**src/rtl/fetch_pc_ctrl_pkg.sv**
```systemverilog
// Shared fetch-stage definitions: FSM encodings, exception codes and the
// address-map defaults used by fetch, CP0 and the instruction memory.
package fetch_pc_ctrl_pkg;

  typedef enum logic [1:0] {
    ST_RUN  = 2'd0,
    ST_HOLD = 2'd1,
    ST_VEC  = 2'd2
  } fetch_state_e;

  localparam logic [4:0]  EXC_ADEL       = 5'd4;
  localparam logic [4:0]  EXC_NONE       = 5'd0;

  localparam logic [31:0] DEF_RESET_PC   = 32'h0000_3000;
  localparam logic [31:0] DEF_HANDLER_PC = 32'h0000_4180;
  localparam logic [31:0] DEF_IM_LAST    = 32'h0000_6FFC;

endpackage

```
**src/rtl/fetch_addr_check.sv**
```systemverilog
// Combinational word-address legality check against an inclusive window.
// Shared by the F-stage fetch path and the M-stage data address check.
module fetch_addr_check
  import fetch_pc_ctrl_pkg::*;
#(
  parameter logic [31:0] ADDR_LO = DEF_RESET_PC,
  parameter logic [31:0] ADDR_HI = DEF_IM_LAST
) (
  input  logic [31:0] i_addr,
  output logic        o_exc_valid,
  output logic [4:0]  o_exc_code
);

  logic w_misaligned;
  logic w_out_of_range;

  assign w_misaligned   = (i_addr[1:0] != 2'b00);
  assign w_out_of_range = (i_addr < ADDR_LO) || (i_addr > ADDR_HI);
  assign o_exc_valid    = w_misaligned || w_out_of_range;
  assign o_exc_code     = o_exc_valid ? EXC_ADEL : EXC_NONE;

endmodule

```
**src/rtl/fetch_sat_counter.sv**
```systemverilog
// Unsigned event counter with synchronous clear; sticks at all-ones.
module fetch_sat_counter #(
  parameter int unsigned W = 16
) (
  input  logic         clk,
  input  logic         i_clr,
  input  logic         i_inc,
  output logic [W-1:0] o_count
);

  logic [W-1:0] r_count;

  always_ff @(posedge clk) begin
    if (i_clr) begin
      r_count <= '0;
    end else if (i_inc && (r_count != '1)) begin
      r_count <= r_count + 1'b1;
    end
  end

  assign o_count = r_count;

endmodule

```
**src/rtl/fetch_pc_ctrl.sv**
```systemverilog
// F-stage PC sequencer: reset > CP0 request > hazard stall > NPC advance,
// with delay-slot tracking, fetch AdEL detection and perf counters.
module fetch_pc_ctrl
  import fetch_pc_ctrl_pkg::*;
#(
  parameter logic [31:0] RESET_PC   = DEF_RESET_PC,
  parameter logic [31:0] HANDLER_PC = DEF_HANDLER_PC,
  parameter logic [31:0] IM_LAST    = DEF_IM_LAST,
  parameter int unsigned CNT_W      = 16
) (
  input  logic             clk,
  input  logic             reset,
  input  logic             stall,
  input  logic             req,
  input  logic [31:0]      F_nextPC,
  input  logic             D_isJump,
  output logic [31:0]      F_PC,
  output logic             F_BD,
  output logic             F_ExcValid,
  output logic [4:0]       F_ExcCode,
  output logic             F_forceNop,
  output logic [1:0]       state,
  output logic [CNT_W-1:0] fetch_cnt,
  output logic [CNT_W-1:0] stall_cnt
);

  fetch_state_e r_state, w_state_nxt;
  logic [31:0]  r_pc, w_pc_nxt;
  logic         r_bd, w_bd_nxt;
  logic         w_fetch_inc;
  logic         w_stall_inc;

  always_ff @(posedge clk) begin
    if (reset) begin
      r_state <= ST_RUN;
      r_pc    <= RESET_PC;
      r_bd    <= 1'b0;
    end else begin
      r_state <= w_state_nxt;
      r_pc    <= w_pc_nxt;
      r_bd    <= w_bd_nxt;
    end
  end

  // The current state never gates the transition: VEC is left (or re-entered)
  // by the same req/stall priority as any other state.
  always_comb begin
    w_state_nxt = ST_RUN;
    w_pc_nxt    = F_nextPC;
    w_bd_nxt    = D_isJump;
    w_fetch_inc = 1'b0;
    w_stall_inc = 1'b0;
    if (req) begin
      w_state_nxt = ST_VEC;
      w_pc_nxt    = HANDLER_PC;
      w_bd_nxt    = 1'b0;
    end else if (stall) begin
      w_state_nxt = ST_HOLD;
      w_pc_nxt    = r_pc;
      w_bd_nxt    = r_bd;
      w_stall_inc = 1'b1;
    end else begin
      w_fetch_inc = 1'b1;
    end
  end

  fetch_addr_check #(
    .ADDR_LO (RESET_PC),
    .ADDR_HI (IM_LAST)
  ) u_addr_check (
    .i_addr      (r_pc),
    .o_exc_valid (F_ExcValid),
    .o_exc_code  (F_ExcCode)
  );

  fetch_sat_counter #(.W(CNT_W)) u_fetch_cnt (
    .clk     (clk),
    .i_clr   (reset),
    .i_inc   (w_fetch_inc),
    .o_count (fetch_cnt)
  );

  fetch_sat_counter #(.W(CNT_W)) u_stall_cnt (
    .clk     (clk),
    .i_clr   (reset),
    .i_inc   (w_stall_inc),
    .o_count (stall_cnt)
  );

  assign F_PC       = r_pc;
  assign F_BD       = r_bd;
  assign F_forceNop = F_ExcValid;
  assign state      = r_state;

endmodule

```
**config.mk**
```make
export PLATFORM = sky130hd
export DESIGN_NAME = fetch_pc_ctrl
export DESIGN_NICKNAME = d
export VERILOG_FILES = /design/src/rtl/fetch_pc_ctrl_pkg.sv /design/src/rtl/fetch_addr_check.sv /design/src/rtl/fetch_sat_counter.sv /design/src/rtl/fetch_pc_ctrl.sv
export SDC_FILE = /design/constraint.sdc
export NUM_CORES = 1
export LEC_CHECK = 0
export CORE_MARGIN = 5
export CORE_UTILIZATION = 37
export DETAILED_ROUTE_END_ITERATION = 6
export PLACE_DENSITY_LB_ADDON = 0.2
export REMOVE_ABC_BUFFERS = 1
export SYNTH_ARGS = -nofsm -noshare
export SYNTH_HDL_FRONTEND = slang
export SYNTH_HIERARCHICAL = 1
export SYNTH_SLANG_ARGS = --single-unit
export TNS_END_PERCENT = 5
```
**constraint.sdc**
```tcl
create_clock -name clk -period 5.5 [get_ports clk]
set_input_delay 0.825 -clock clk [delete_from_list [all_inputs] [get_ports clk]]
set_output_delay 0.825 -clock clk [all_outputs]
set_load 0.02 [all_outputs]
```
* Word-level counts from Yosys, hierarchy flattened
Index checks and enable logic that the tools add are counted.
W data, S select, Z words.
** Cells by class
- $lt $le $gt $ge :: 2
- Equal/unequal tests :: 3
- Add/subtract/negate cells :: 2
- Reduce and logical (&&, ||, !) cells :: 6
- Multiplexer cells :: 9
** Operator list (number)
- $add A16 B1 Y16 const B :: 2
- $gt A32 B15 Y1 const B :: 1
- $lt A32 B14 Y1 const B :: 1
- $ne A16 B16 Y1 const B :: 2
- $mux W15 :: 2
- $mux W1 :: 5
- $mux W3 :: 1
- $logic_and A1 B1 Y1 :: 2
- $logic_or A1 B1 Y1 :: 2
- $mux W2 :: 1
- $ne A2 B1 Y1 const B :: 1
- $reduce_bool A2 Y1 :: 1
- $reduce_or A2 Y1 :: 1
** Storage, ports and cells
- Logic and storage cells :: 29
- Output and inout port bits :: 74
- Register bits :: 67

* Longest topological paths before layout
Gate-level depths: netlist of run 1.
- Word-level depth :: 4
- Depth in mapped cells :: 7
- Depth with buffers taken out :: 5

* By module
The synthesis of run 1 kept the hierarchy.
** By module, submodules not included
- fetch_sat_counter :: area each 848.3 µm², times used 2, seq. area each 320.3 µm², cells an instance 99
- fetch_pc_ctrl :: area each 1342.5 µm², times used 1, seq. area each 700.7 µm², cells an instance 115
- fetch_addr_check :: area each 96.3 µm², times used 1, seq. area each 0.0 µm², cells an instance 15

* Least setup slack after synthesis of run 1
OpenSTA, ideal clock, no wires.
- Path type :: input-to-reg
- From :: input port stall
- To :: register u_fetch_cnt.r_count[9], in the netlist u_fetch_cnt/o_count[9]
- Data required time :: 5430 ps
- Buffers on the path :: 3
- Data arrival time :: 2302 ps
- Slack :: 3128 ps
- Cell stages on the path :: 7
- Library setup time :: 70 ps
- Path through :: buf_4 -> buf_4 -> nor2_1 -> nand2_1 -> clkbuf_1 -> or4_1 -> a21oi_1
** On the way
- Longest elaborated chain between the ends :: 3
** Ends and longest elaborated chain
- start: declaration :: RTL line fetch_pc_ctrl.sv:13 : input logic stall,
- $mux W1 :: RTL line fetch_pc_ctrl.sv:57 : end else if (stall) begin
- $mux W1 :: RTL line fetch_pc_ctrl.sv:53 : if (req) begin
- via w_fetch_inc :: RTL line fetch_pc_ctrl.sv:30 : logic w_fetch_inc;
- $logic_and A1 B1 Y1 :: RTL line fetch_sat_counter.sv:16 : end else if (i_inc && (r_count != '1)) begin
- end signal: assignment :: RTL line fetch_sat_counter.sv:17 : r_count <= r_count + 1'b1;
- end: declaration :: RTL line fetch_sat_counter.sv:11 : logic [W-1:0] r_count;
The timed path passes the listed nets, and every way through them passes these cells.
A chain may end at the register's enable or synchronous reset.

* Worst setup path in the final report of run 1
- From :: register r_pc[0], in the netlist F_PC[0]
- To :: output port F_ExcValid
** On the way
- Longest elaborated chain between the ends :: 3
- Elaborated cells on any way between the ends :: 5
- Those cells by class :: 2 x order compare; 3 x reduce/logical
** Ends and longest elaborated chain
- start: declaration :: RTL line fetch_pc_ctrl.sv:28 : logic [31:0] r_pc, w_pc_nxt;
- start signal: assignment :: RTL line fetch_pc_ctrl.sv:40 : r_pc <= w_pc_nxt;
- $lt A32 B14 Y1 or $gt A32 B15 Y1 (tied branches) :: RTL line fetch_addr_check.sv:18 : assign w_out_of_range = (i_addr < ADDR_LO) || (i_addr > ADDR_HI);
- $logic_or A1 B1 Y1 :: RTL line fetch_addr_check.sv:18
- $logic_or A1 B1 Y1 (*) :: RTL line fetch_addr_check.sv:19 : assign o_exc_valid = w_misaligned || w_out_of_range;
- end: declaration :: RTL line fetch_pc_ctrl.sv:19 : output logic F_ExcValid,
Every way passes the cells marked *; elsewhere a longest branch is shown, timed or not.

==> flow_metrics.py, run 1 <==
metrics = {
    "outcome": {
        "outcome": "completed",
    },
    "clock_tree": {
        "cts_made_buffers": 9,
        "numClockSinks": 67,
        "cts-htree-levels": 3,
        "holdBufCountCts": 0,
        "cts_tree": "yes",
        "clock_path_buffers": 2,
        "root_buffer": "clkbuf_8",
        "cts_resized": 0,
        "post-cts-setup-buffer-count": 0,
        "insertion_delay_ns": 0.33,
        "clk_pin_slew_worst_paths_ns": 0.07,
    },
    "routing": {
        "dr.pass1.iters": 4,
        "drc": 0,
        "routed_via_density": 5.143,
        "wl_per_cell_um": 14.43,
        "drt_iter0_drc": 67,
        "wl_um": 7791,
        "via_count": 2777,
        "ant_nets": 0,
    },
    "timing": {
        "slew_headroom_pct": 46.58,
        "post-route-period-util_pct": 50.10,
        "finalSetupViolCount": 0,
        "final_max_slew_viol_count": 0,
        "fin_tns_setup_ns": 0,
        "fin_crit_ns": 2.756,
        "finalClockSkew_ns": 0.01119,
        "tightest_slew_ns": 0.7953,
        "finalHoldViolCount": 0,
        "max_freq_ghz": 0.3629,
        "rsz0062_at_grt": "false",
    },
    "yosys": {
        "syn_area_per_cell_sq_um": 9.559,
        "synth_area_sq_um": 3136,
        "synth_cell_types": 40,
        "netlist_instances": 328,
        "postSynth.asyncResetShare_pct": 0,
        "ys_seq_area_share_pct": 42.78,
        "synth-seq-cells": 67,
        "synth-edff-count": 0,
        "yosysWarnings": 6,
        "ys.flop_type": "dfxtp_1",
    },
    "power": {
        "power_density_nw_per_um2": 228.3,
        "peakVddDrop_v": 0.00009896,
        "leakage_uw": 0.001571,
    },
    "setup_path": {
        "crit_arrival_ns": 1.93,
        "crit_type": "flip-flop to output pin",
        "cp.required_ns": 4.68,
        "crit_path_end_kind": "output pin",
        "crit_fanout": 3,
        "path_cells": "nor4_1, and3_1, nand4_1, clkdlybuf4s50_1",
        "crit_path_max_incr_delay_ns": 0.58,
        "critPathLaunchType": "flip-flop",
        "crit_slowest_cell": "clkdlybuf4s50_1",
    },
    "floorplanning": {
        "dieArea_sq_um": 10420,
        "core_sq_um": 8217,
        "rows": 33,
        "die_h_um": 102.1,
        "die_w_um": 102.1,
        "start_util_pct": 38.16,
        "io_pins": 111,
    },
    "finish": {
        "mostFrequentLayoutCells": "clkdlybuf4s50_1 (105), dfxtp_1 (67), mux2i_1 (35)",
        "filler_cell_count": 785,
        "n_antenna_cell": 0,
        "final_common_cell": "clkdlybuf4s50_1",
        "nNetsFinal": 469,
        "drive_above_1_share_pct": 11.03,
        "final_core_util_pct": 53.24,
        "areaGrowthSynthToFinish_pct": 39.51,
    },
    "place": {
        "portBuffers": 106,
        "place_hpwl_um": 5627,
        "gp_congestion": 0.7911,
    },
    "global_route": {
        "grt_usage_pct": 14.69,
        "grt_antenna_before_repair": 0,
        "grt_pass1_vias": 2492,
        "grt_pass1_wl_um": 12280,
        "grt_overflow": 0,
        "grt_start_max_net_pins": 42,
    },
    "worst_hold_path": {
        "worstHoldPathType": "flip-flop to flip-flop",
    },
    "run": {
        "drv_cap": 0,
    },
}
-- cell families (layout without fill, tap and decap cells) --
family                     after synthesis  in the layout  synth area share [%]
adders and majority gates                2              2                0.7980
DFF                                     67             67                 42.78
xor gates and xnor gates                 5              5                 1.397
other                                    1              4                0.1196
muxes                                   37             37                 11.89
and+or+nand+nor                        137            137                 27.10
buffers and inverters                   28            132                 6.026
AOI/OAI and AO/OA                       51             51                 9.896
-- worst max-delay path, delay by kind of cell (launching register included) --
family                 cells  cell delay [ns]
DFF                        1             0.33
and+or+nand+nor            3             0.69
buffers and inverters      1             0.58
-- per-layer routing --
metal / up-vias / share of wire [%] / track usage (%)
li1: 1397 / - / -
met3: 9 / 7.9 / 3.276
met1: 1276 / 48 / 20.54
met2: 95 / 43 / 21.69
met5: - / 0 / 0
met4: 0 / 1.5 / 6.458
-- registers in the layout, summed over array words and instances (netlist names) --
| register | flops |
|---|---|
| F_PC | 32 |
| state | 2 |
| u_fetch_cnt/o_count | 16 |
| u_stall_cnt/o_count | 16 |
| F_BD | 1 |
-- per-stage QoR --
step | hold slack (ns) | instance area [sq um] | setup WS (ns) | instances | total power (uW)
final | 0.5068 | 4374 | 2.744 | 540 | 998.7
after detailed placement | 0.4930 | 4194 | 2.545 | 524 | 643.9
after global routing | 0.5450 | 4374 | 2.610 | 540 | 1049
after CTS | 0.5142 | 4374 | 2.697 | 540 | 1017
after floorplan | 0.5791 | 2984 | 3.323 | 310 | 570.1
after global placement | 0.4804 | 4194 | 2.652 | 524 | 642.5
-- synth_stat cells (2+ instances only) --
| master | n | share of area, % |
|---|---|---|
| nor2_2 | 20 | 4.0 |
| nor4bb_1 | 2 | 0.64 |
| inv_1 | 7 | 0.84 |
| o311ai_0 | 2 | 0.56 |
| o41ai_1 | 2 | 0.56 |
| clkbuf_1 | 4 | 0.48 |
| mux2i_1 | 35 | 11 |
| o21a_1 | 2 | 0.48 |
| and4_1 | 6 | 1.7 |
| nand3_1 | 12 | 1.9 |
| nor4_1 | 8 | 1.6 |
| xnor2_1 | 5 | 1.4 |
| buf_1 | 2 | 0.24 |
| or4_1 | 14 | 3.4 |
| buf_2 | 2 | 0.32 |
| nor2b_1 | 4 | 0.80 |
| o21bai_1 | 2 | 0.48 |
| nor4_4 | 2 | 1.4 |
| nand3b_1 | 2 | 0.48 |
| o31ai_1 | 12 | 2.9 |
| nand4_4 | 2 | 1.4 |
| mux2_2 | 2 | 0.72 |
| and3_1 | 3 | 0.60 |
| nand2_1 | 13 | 1.6 |
| or3_1 | 6 | 1.2 |
| buf_6 | 2 | 0.72 |
| buf_4 | 9 | 2.2 |
| dfxtp_1 | 67 | 43 |
| nand4_1 | 7 | 1.4 |
| a21oi_1 | 23 | 3.7 |
| ha_1 | 2 | 0.80 |
| buf_12 | 2 | 1.3 |
| nor3_1 | 9 | 1.4 |
| o21ai_0 | 8 | 1.3 |
| nand2_2 | 2 | 0.40 |
| nor2_1 | 22 | 2.6 |
-- final cells by class --
| cell class | instances | area (sq um) | area share [%] |
|---|---|---|---|
| inverter | 7 | 26.28 | 0.6007 |
| clock inverter | 4 | 25.02 | 0.5721 |
| timing repair buffer | 109 | 1079 | 24.66 |
| sequential | 67 | 1341 | 30.66 |
| multi-input combinational | 236 | 1617 | 36.96 |
| tap | 105 | 131.4 | 3.003 |
| clock buffer | 12 | 155.1 | 3.547 |
-- final timing paths --
kind                                              from                       to  slack, ns  cells after the start
worst min register to register                 F_PC[5]                  F_PC[5]       0.51                      2
worst max register to register  u_stall_cnt/o_count[1]  u_stall_cnt/o_count[11]       3.49                      5
worst min-delay path                           F_PC[5]                  F_PC[5]       0.51                      2
worst max-delay path                           F_PC[0]               F_ExcValid       2.74                      4
-- power breakdown --
group | switching, uW | leakage [uW] | internal (uW)
Sequential | 8.64 | 0.000545 | 497
Combinational | 60.5 | 0.000937 | 65.5
Clock | 180 | 0.0000884 | 187
Power figures use the tool's default switching activity.
==> run 2: changes to the inputs <==
==> constraint.sdc (replaced) <==
create_clock -name clk -period 2.7 [get_ports clk]
set_input_delay 0.405 -clock clk [delete_from_list [all_inputs] [get_ports clk]]
set_output_delay 0.405 -clock clk [all_outputs]
set_load 0.02 [all_outputs]
==> run 2 against run 1 <==
First-iteration DRC count increased by 25%. Critical endpoint is now F_forceNop. Sequential share of layout area fell by 0.38 points. Non-clock buffer count rose by 4. Largest cell class unchanged. Via count is 2.1% higher.
==> flow_metrics.py, run 2 (synthesis gave the netlist of run 1 again) <==
metrics = {
    "setup_path": {
        "crit_path_max_incr_delay_ns": 0.59,
        "critPathLaunchType": "flip-flop",
        "crit_fanout": 3,
        "crit_type": "flip-flop to output pin",
        "crit_path_end_kind": "output pin",
        "path_cells": "nor4_1, and3_1, nand4_1, clkdlybuf4s50_1",
        "crit_arrival_ns": 1.95,
        "crit_slowest_cell": "clkdlybuf4s50_1",
        "cp.required_ns": 2.30,
    },
    "global_route": {
        "grt_pass1_wl_um": 12880,
        "grt_overflow": 0,
        "grt_start_max_net_pins": 34,
        "grt_antenna_before_repair": 0,
        "grt_pass1_vias": 2665,
        "grt_usage_pct": 15.36,
    },
    "place": {
        "place_hpwl_um": 5831,
        "portBuffers": 106,
        "gp_congestion": 0.8026,
    },
    "timing": {
        "max_freq_ghz": 0.4240,
        "slew_headroom_pct": 60.92,
        "post-route-period-util_pct": 87.36,
        "finalClockSkew_ns": 0.006957,
        "rsz0062_at_grt": "false",
        "fin_crit_ns": 2.359,
        "finalHoldViolCount": 0,
        "tightest_slew_ns": 0.5786,
        "final_max_slew_viol_count": 0,
        "fin_tns_setup_ns": 0,
        "finalSetupViolCount": 0,
    },
    "finish": {
        "mostFrequentLayoutCells": "clkdlybuf4s50_1 (105), dfxtp_1 (67), mux2i_1 (35)",
        "final_common_cell": "clkdlybuf4s50_1",
        "n_antenna_cell": 0,
        "areaGrowthSynthToFinish_pct": 41.26,
        "nNetsFinal": 473,
        "largest_register_ffs": 32,
        "drive_above_1_share_pct": 12.07,
    },
    "power": {
        "power.total_uw": 2154,
        "peakVddDrop_v": 0.0002658,
        "power_density_nw_per_um2": 486.3,
        "leakage_uw": 0.001604,
    },
    "floorplanning": {
        "die_h_um": 102.1,
        "core_sq_um": 8217,
        "start_util_pct": 38.16,
        "rows": 33,
        "io_pins": 111,
        "die_w_um": 102.1,
        "dieArea_sq_um": 10420,
    },
    "routing": {
        "routed_via_density": 5.210,
        "drt_iter0_drc": 84,
        "via_count": 2834,
        "dr.pass1.iters": 4,
        "wl_per_cell_um": 14.60,
        "ant_nets": 0,
        "wl_um": 7940,
        "drc": 0,
    },
    "clock_tree": {
        "cts_tree": "yes",
        "numClockSinks": 67,
        "root_buffer": "clkbuf_8",
        "holdBufCountCts": 0,
        "post-cts-setup-buffer-count": 0,
        "cts_made_buffers": 9,
        "clk_pin_slew_worst_paths_ns": 0.08,
        "cts_resized": 0,
        "clock_path_buffers": 2,
        "cts-htree-levels": 3,
        "insertion_delay_ns": 0.34,
    },
    "worst_hold_path": {
        "worstHoldPathType": "flip-flop to flip-flop",
    },
    "run": {
        "drv_cap": 0,
    },
    "outcome": {
        "outcome": "completed",
    },
}
-- run 2: changes by cell type in the layout (fill, tap and decap cells not counted) --
cell        previous run  this run
buf_4                  3         7
bufinv_16              0         1
clkinv_2               2         0
clkbuf_8              11         9
clkinv_4               0         1
clkinvlp_4             2         1
inv_6                  0         4
clkbuf_1               1         0
-- run 2: final timing paths --
| path | to | startpoint | slack, ns | cells after the start |
|---|---|---|---|---|
| max | F_forceNop | F_PC[1] | 0.34 | 4 |
| min | F_PC[5] | F_PC[5] | 0.51 | 2 |
| max reg2reg | u_fetch_cnt/o_count[11] | u_fetch_cnt/o_count[2] | 0.90 | 4 |
| min reg2reg | F_PC[5] | F_PC[5] | 0.51 | 2 |
-- run 2: layer usage --
layer  GRT usage, %  part of all wire, %  routed length (um)  vias to the layer above
li1               -                    -                   -                     1411
met1          20.71                   45                3598                     1315
met2          24.14                   45                3595                      100
met3          3.891                  8.5                 672                        8
met4          4.945                 0.92                  73                        0
met5              0                    0                   0                        -
-- run 2: area by class of cell --
class                   instances  area (sq um)
well taps                     105         131.4
clock buffers                   9         123.9
flip-flops and latches         67          1341
clock inverters                 7         81.33
multi-input cells             236          1617
fillers                       773          3787
inverters                       7         26.28
repair buffers                113          1109
-- run 2: stage by stage --
stage               utilization, %  hold WS (ns)  worst slack [ns]  cells  instance area, sq um
floorplan                        -        0.4717            0.8629    310                  2984
global placement             51.41        0.4811            0.3461    528                  4224
global route                 53.91        0.5595            0.2458    544                  4429
finish                       53.91        0.5077            0.3414    544                  4429
CTS                          53.91        0.5161            0.2869    544                  4429
detailed placement           51.41        0.4930            0.3194    528                  4224
-- run 2: critical path, delay by kind of cell (launching register included) --
| family | cells | cell delay (ns) |
|---|---|---|
| flops | 1 | 0.33 |
| buf+inv | 1 | 0.59 |
| simple gates | 3 | 0.70 |
-- run 2: power by group --
part	switching (uW)	total, uW	internal (uW)
sequential	17.1	1030	1010
clock	424	865	441
combinational	125	261	136
==> patch 1: new RTL, settings of run 2 <==
The parameter `CNT_W` goes from 16 to 20.
--- a/src/rtl/fetch_pc_ctrl.sv
+++ b/src/rtl/fetch_pc_ctrl.sv
@@ -8,3 +8,3 @@
   parameter logic [31:0] IM_LAST    = DEF_IM_LAST,
-  parameter int unsigned CNT_W      = 16
+  parameter int unsigned CNT_W      = 20
 ) (
Ports: changed (resized fetch_cnt and stall_cnt); port bits go from 111 to 119. No check against the original RTL was run, so the function may have changed too.
==> patch 1 against run 2 <==
Design area grew 16%; power rose by 15%; wire length rose by 22%; setup slack worse by 0.0083 ns; combinational power grew 6%; sequential cell count grew 8; worst hold slack got worse by 0.0048 ns; critical path depth stayed put; synthesized area is 19% higher; critical endpoint is now F_ExcValid; largest power group unchanged.
==> patch 1: results (changes against run 2) <==
[power_and_ir_drop]
power_leakage_nw = 1.924  ; was 1.604 nW
p_clk_share_pct = 42.4  ; was 40.1%
p_int_w = 0.001910  ; was 0.001588 W
p_seq_w = 0.00115  ; was 0.00103 W
peakVddDrop_mv = 0.2590  ; was 0.2658 mV
power_switching_w = 0.0005665  ; was 0.0005664 W

[routing]
drt-initial-drc-count = 120  ; was 84
wl_um = 9710  ; was 7940 µm
first_pass_iters = 4  ; unchanged
vias_per_cell = 5.017  ; was 5.210

[sta]
relSlewSlack_pct = 59.02  ; was 60.92%
skew_ns = 0.01462  ; was 0.006957 ns

[grt]
grt_pass1_vias = 3069  ; was 2665
grt_usage_pct = 15.96  ; was 15.36%
grt_max_degree = 43  ; was 34
grt_pass1_wl_um = 15390  ; was 12880 µm

[place]
dp_hpwl_um = 7241  ; was 5831 µm
io_buffers = 114  ; was 106
place_congestion = 0.8435  ; was 0.8026

[hold_path]
hp-class = reg -> reg  ; unchanged

[clock_tree]
post_cts_buffers = 0  ; unchanged
htreeDepth = 3  ; unchanged
clockRootBuffer = clkbuf_8  ; unchanged

[logic_synthesis]
synthTopCellsByCount = dfxtp_1, nor2_1, mux2i_1  ; was dfxtp_1, mux2i_1, a21oi_1
synth.area.top_cells = dfxtp_1, mux2i_1, mux2_2  ; was dfxtp_1, mux2i_1, nor2_2
synthDistinctLibCells = 41  ; was 40
synth-seq-area-share_pct = 40.38  ; was 42.78%

[finish]
diodes = 0  ; unchanged
nNetsFinal = 548  ; was 473
layout-drive-gt1-share_pct = 14.79  ; was 12.07%
fillCellCount = 936  ; was 773

[critical_path]
ff2ff_setup_slack_ns = 0.74  ; was 0.90 ns
critical_path.max_fanout = 3  ; unchanged

[status]
status = complete, no violations  ; unchanged

==> patch 1: worst paths after layout <==
check,start,end,cells past startpoint
setup / recovery,F_PC[29],F_ExcValid,4
hold / removal,F_PC[9],F_PC[9],2
setup reg to reg,u_fetch_cnt/o_count[0],u_fetch_cnt/o_count[13],5
hold reg to reg,F_PC[9],F_PC[9],2
==> patch 1: per-layer routing <==
metal	wire length, µm	vias up	GRT usage, %
li1	-	1657	-
met2	4829	67	25.43
met3	467	10	3.611
met1	4292	1512	21.14
met4	119	0	5.893
met5	0	-	0
==> patch 1: worst max-delay path, cell delays in order (launching register included) <==
cell and delay [ns]:
dfxtp_1 0.33, nor4_1 0.33, and3_1 0.21, nand4_1 0.15
clkdlybuf4s50_1 0.60
==> patch 1: cell type report <==
cell class              instances  share of cell area [%]
clock buffers                  11                   2.745
clock inverters                 5                   1.943
flip-flops and latches         75                   29.15
repair buffers                120                   22.83
multi-input cells             296                   39.59
well taps                     133                   3.231
inverters                       7                  0.5101
==> patch 1: stage by stage <==
step / hold slack [ns] / cell area (µm²) / instances / setup slack [ns]
CTS: 0.5069 / 5151 / 647 / 0.2948
finish: 0.5029 / 5151 / 647 / 0.3331
global placement: 0.4820 / 4910 / 631 / 0.2958
global route: 0.5223 / 5151 / 647 / 0.2053
detailed placement: 0.4880 / 4910 / 631 / 0.2443
floorplan: 0.4717 / 3567 / 378 / 0.8083
==> patch 1: cells by family (layout without fill, tap and decap cells) <==
group / after synthesis / count (layout) / synth area share, %
buffers and inverters: 28 / 143 / 5.081
and+or+nand+nor: 183 / 183 / 29.24
muxes: 59 / 59 / 16.55
adders and majority gates: 2 / 2 / 0.6728
DFF: 75 / 75 / 40.38
AOI/OAI and AO/OA: 47 / 47 / 7.739
xor gates and xnor gates: 1 / 1 / 0.2356
other: 1 / 4 / 0.1008
==> patch 2: new RTL, flow settings as in run 2 <==
Made on the original files. Reset style: asynchronous (`reset`), changed in one clocked block.
--- a/src/rtl/fetch_pc_ctrl.sv
+++ b/src/rtl/fetch_pc_ctrl.sv
@@ -32,3 +32,3 @@
 
-  always_ff @(posedge clk) begin
+  always_ff @(posedge clk or posedge reset) begin
     if (reset) begin
Function: differs if reset is asserted again (counterexample within 4 cycles, from zero or initial values and one cycle with reset high); with reset held inactive, the same outputs for 10 cycles.
==> patch 2 against run 2 <==
Sequential cell count unchanged; die area is 3.0% higher; setup slack lost 0.0069 ns; clock skew increased by 0.0042 ns; wire length up 3.3%; design area is 3.0% higher; synthesized area is 3.4% higher; power is 5.4% higher; maximum frequency is 0.29% lower; critical path depth is the same; combinational power increased by 9.6%; critical endpoint is now F_ExcValid; largest power group unchanged.
==> patch 2: results (changes against run 2) <==
[logic_synthesis]
synth-seq-area-share_pct = 46.87  ; was 42.78%
synthDistinctLibCells = 38  ; was 40
synth-xor-area-share_pct = 1.351  ; was 1.397%
synthTopCellsByCount = nor2_1, dfrtp_1, dfxtp_1, mux2i_1, a21oi_1  ; was dfxtp_1, mux2i_1, a21oi_1
synthAdderAreaFrac_pct = 0.7722  ; was 0.7981%
synth-async-reset-ratio_pct = 52.24  ; was 0%
ys.flop_type = dfrtp_1  ; was dfxtp_1
synth.area.top_cells = dfrtp_1, dfxtp_1, mux2i_1  ; was dfxtp_1, mux2i_1, nor2_2
syn_avg_cell_area_um2 = 9.941  ; was 9.559 µm²

[finish]
fillCellCount = 801  ; was 773
num-multi-input-gates = 233  ; was 236
multi_input_area_um2 = 1539  ; was 1617 µm²
buffers_excl_clock = 114  ; was 113
seq_area_um2 = 1519  ; was 1341 µm²
nNetsFinal = 471  ; was 473
clockBufferCount = 10  ; was 9
nonClkBufAreaFrac_pct = 24.47  ; was 25.03%
clock_area_share_pct = 4.938  ; was 4.633%
layout-drive-gt1-share_pct = 8.009  ; was 12.07%
finalNonFillerCells = 545  ; was 544
design.seq.count = 67  ; unchanged

[place]
dp.cells = 529  ; was 528
place_area_um2 = 4335  ; was 4224 µm²
place_congestion = 0.7763  ; was 0.8026
dp_hpwl_um = 5805  ; was 5831 µm
place_worst_setup_slack_ns = 0.4568  ; was 0.3194 ns

[power_and_ir_drop]
peakVddDrop_mv = 0.2663  ; was 0.2658 mV
pwr_density_cell_nw_per_um2 = 498.0  ; was 486.3 nW/µm²
p_sw_share_pct = 24.16  ; was 26.29%
power.total_w = 0.002271  ; was 0.002154 W
power_frac_seq_pct = 46.4  ; was 47.7%
power_leakage_nw = 1.788  ; was 1.604 nW

[status]
status = complete, no violations  ; unchanged

[routing]
drt-initial-drc-count = 101  ; was 84
met1_length_um = 4041  ; was 3598 µm
wl_per_cell_um = 15.05  ; was 14.60 µm
met3_length_um = 537  ; was 672 µm

[grt]
grt_usage_pct = 15.24  ; was 15.36%
use_met2_pct = 21.58  ; was 24.14%
grt_max_degree = 37  ; was 34
grt_use_met1_pct = 21.65  ; was 20.71%
grt_pass1_vias = 2720  ; was 2665
grt_pass1_wl_um = 13790  ; was 12880 µm

[sta]
skew_ns = 0.01120  ; was 0.006957 ns

==> patch 2: cell types whose count changed in the layout (fill, tap and decap cells not counted), moves of 2 or more <==
cell      change
dfrtp_1      +33
o21bai_1      -2
inv_6         -3
clkinv_2      +2
dfxtp_1      -35
nor2_1       +21
nor2_2       -20
nor2b_1       +4
a21oi_1       -3
mux2i_1       -3
a211o_1       +3
dfstp_2       +2
==> patch 2: final timing paths <==
| path | startpoint | end | slack [ns] | cells after the start |
|---|---|---|---|---|
| setup reg to reg | u_stall_cnt/o_count[0] | u_stall_cnt/o_count[9] | 0.92 | 6 |
| min in group asynchronous | reset | F_PC[10] | 0.77 | 4 |
| setup / recovery | F_PC[29] | F_ExcValid | 0.33 | 4 |
| hold reg to reg | F_PC[7] | F_PC[7] | 0.49 | 1 |
| hold / removal | F_PC[7] | F_PC[7] | 0.49 | 1 |
| max in group asynchronous | reset | F_PC[12] | 1.58 | 4 |
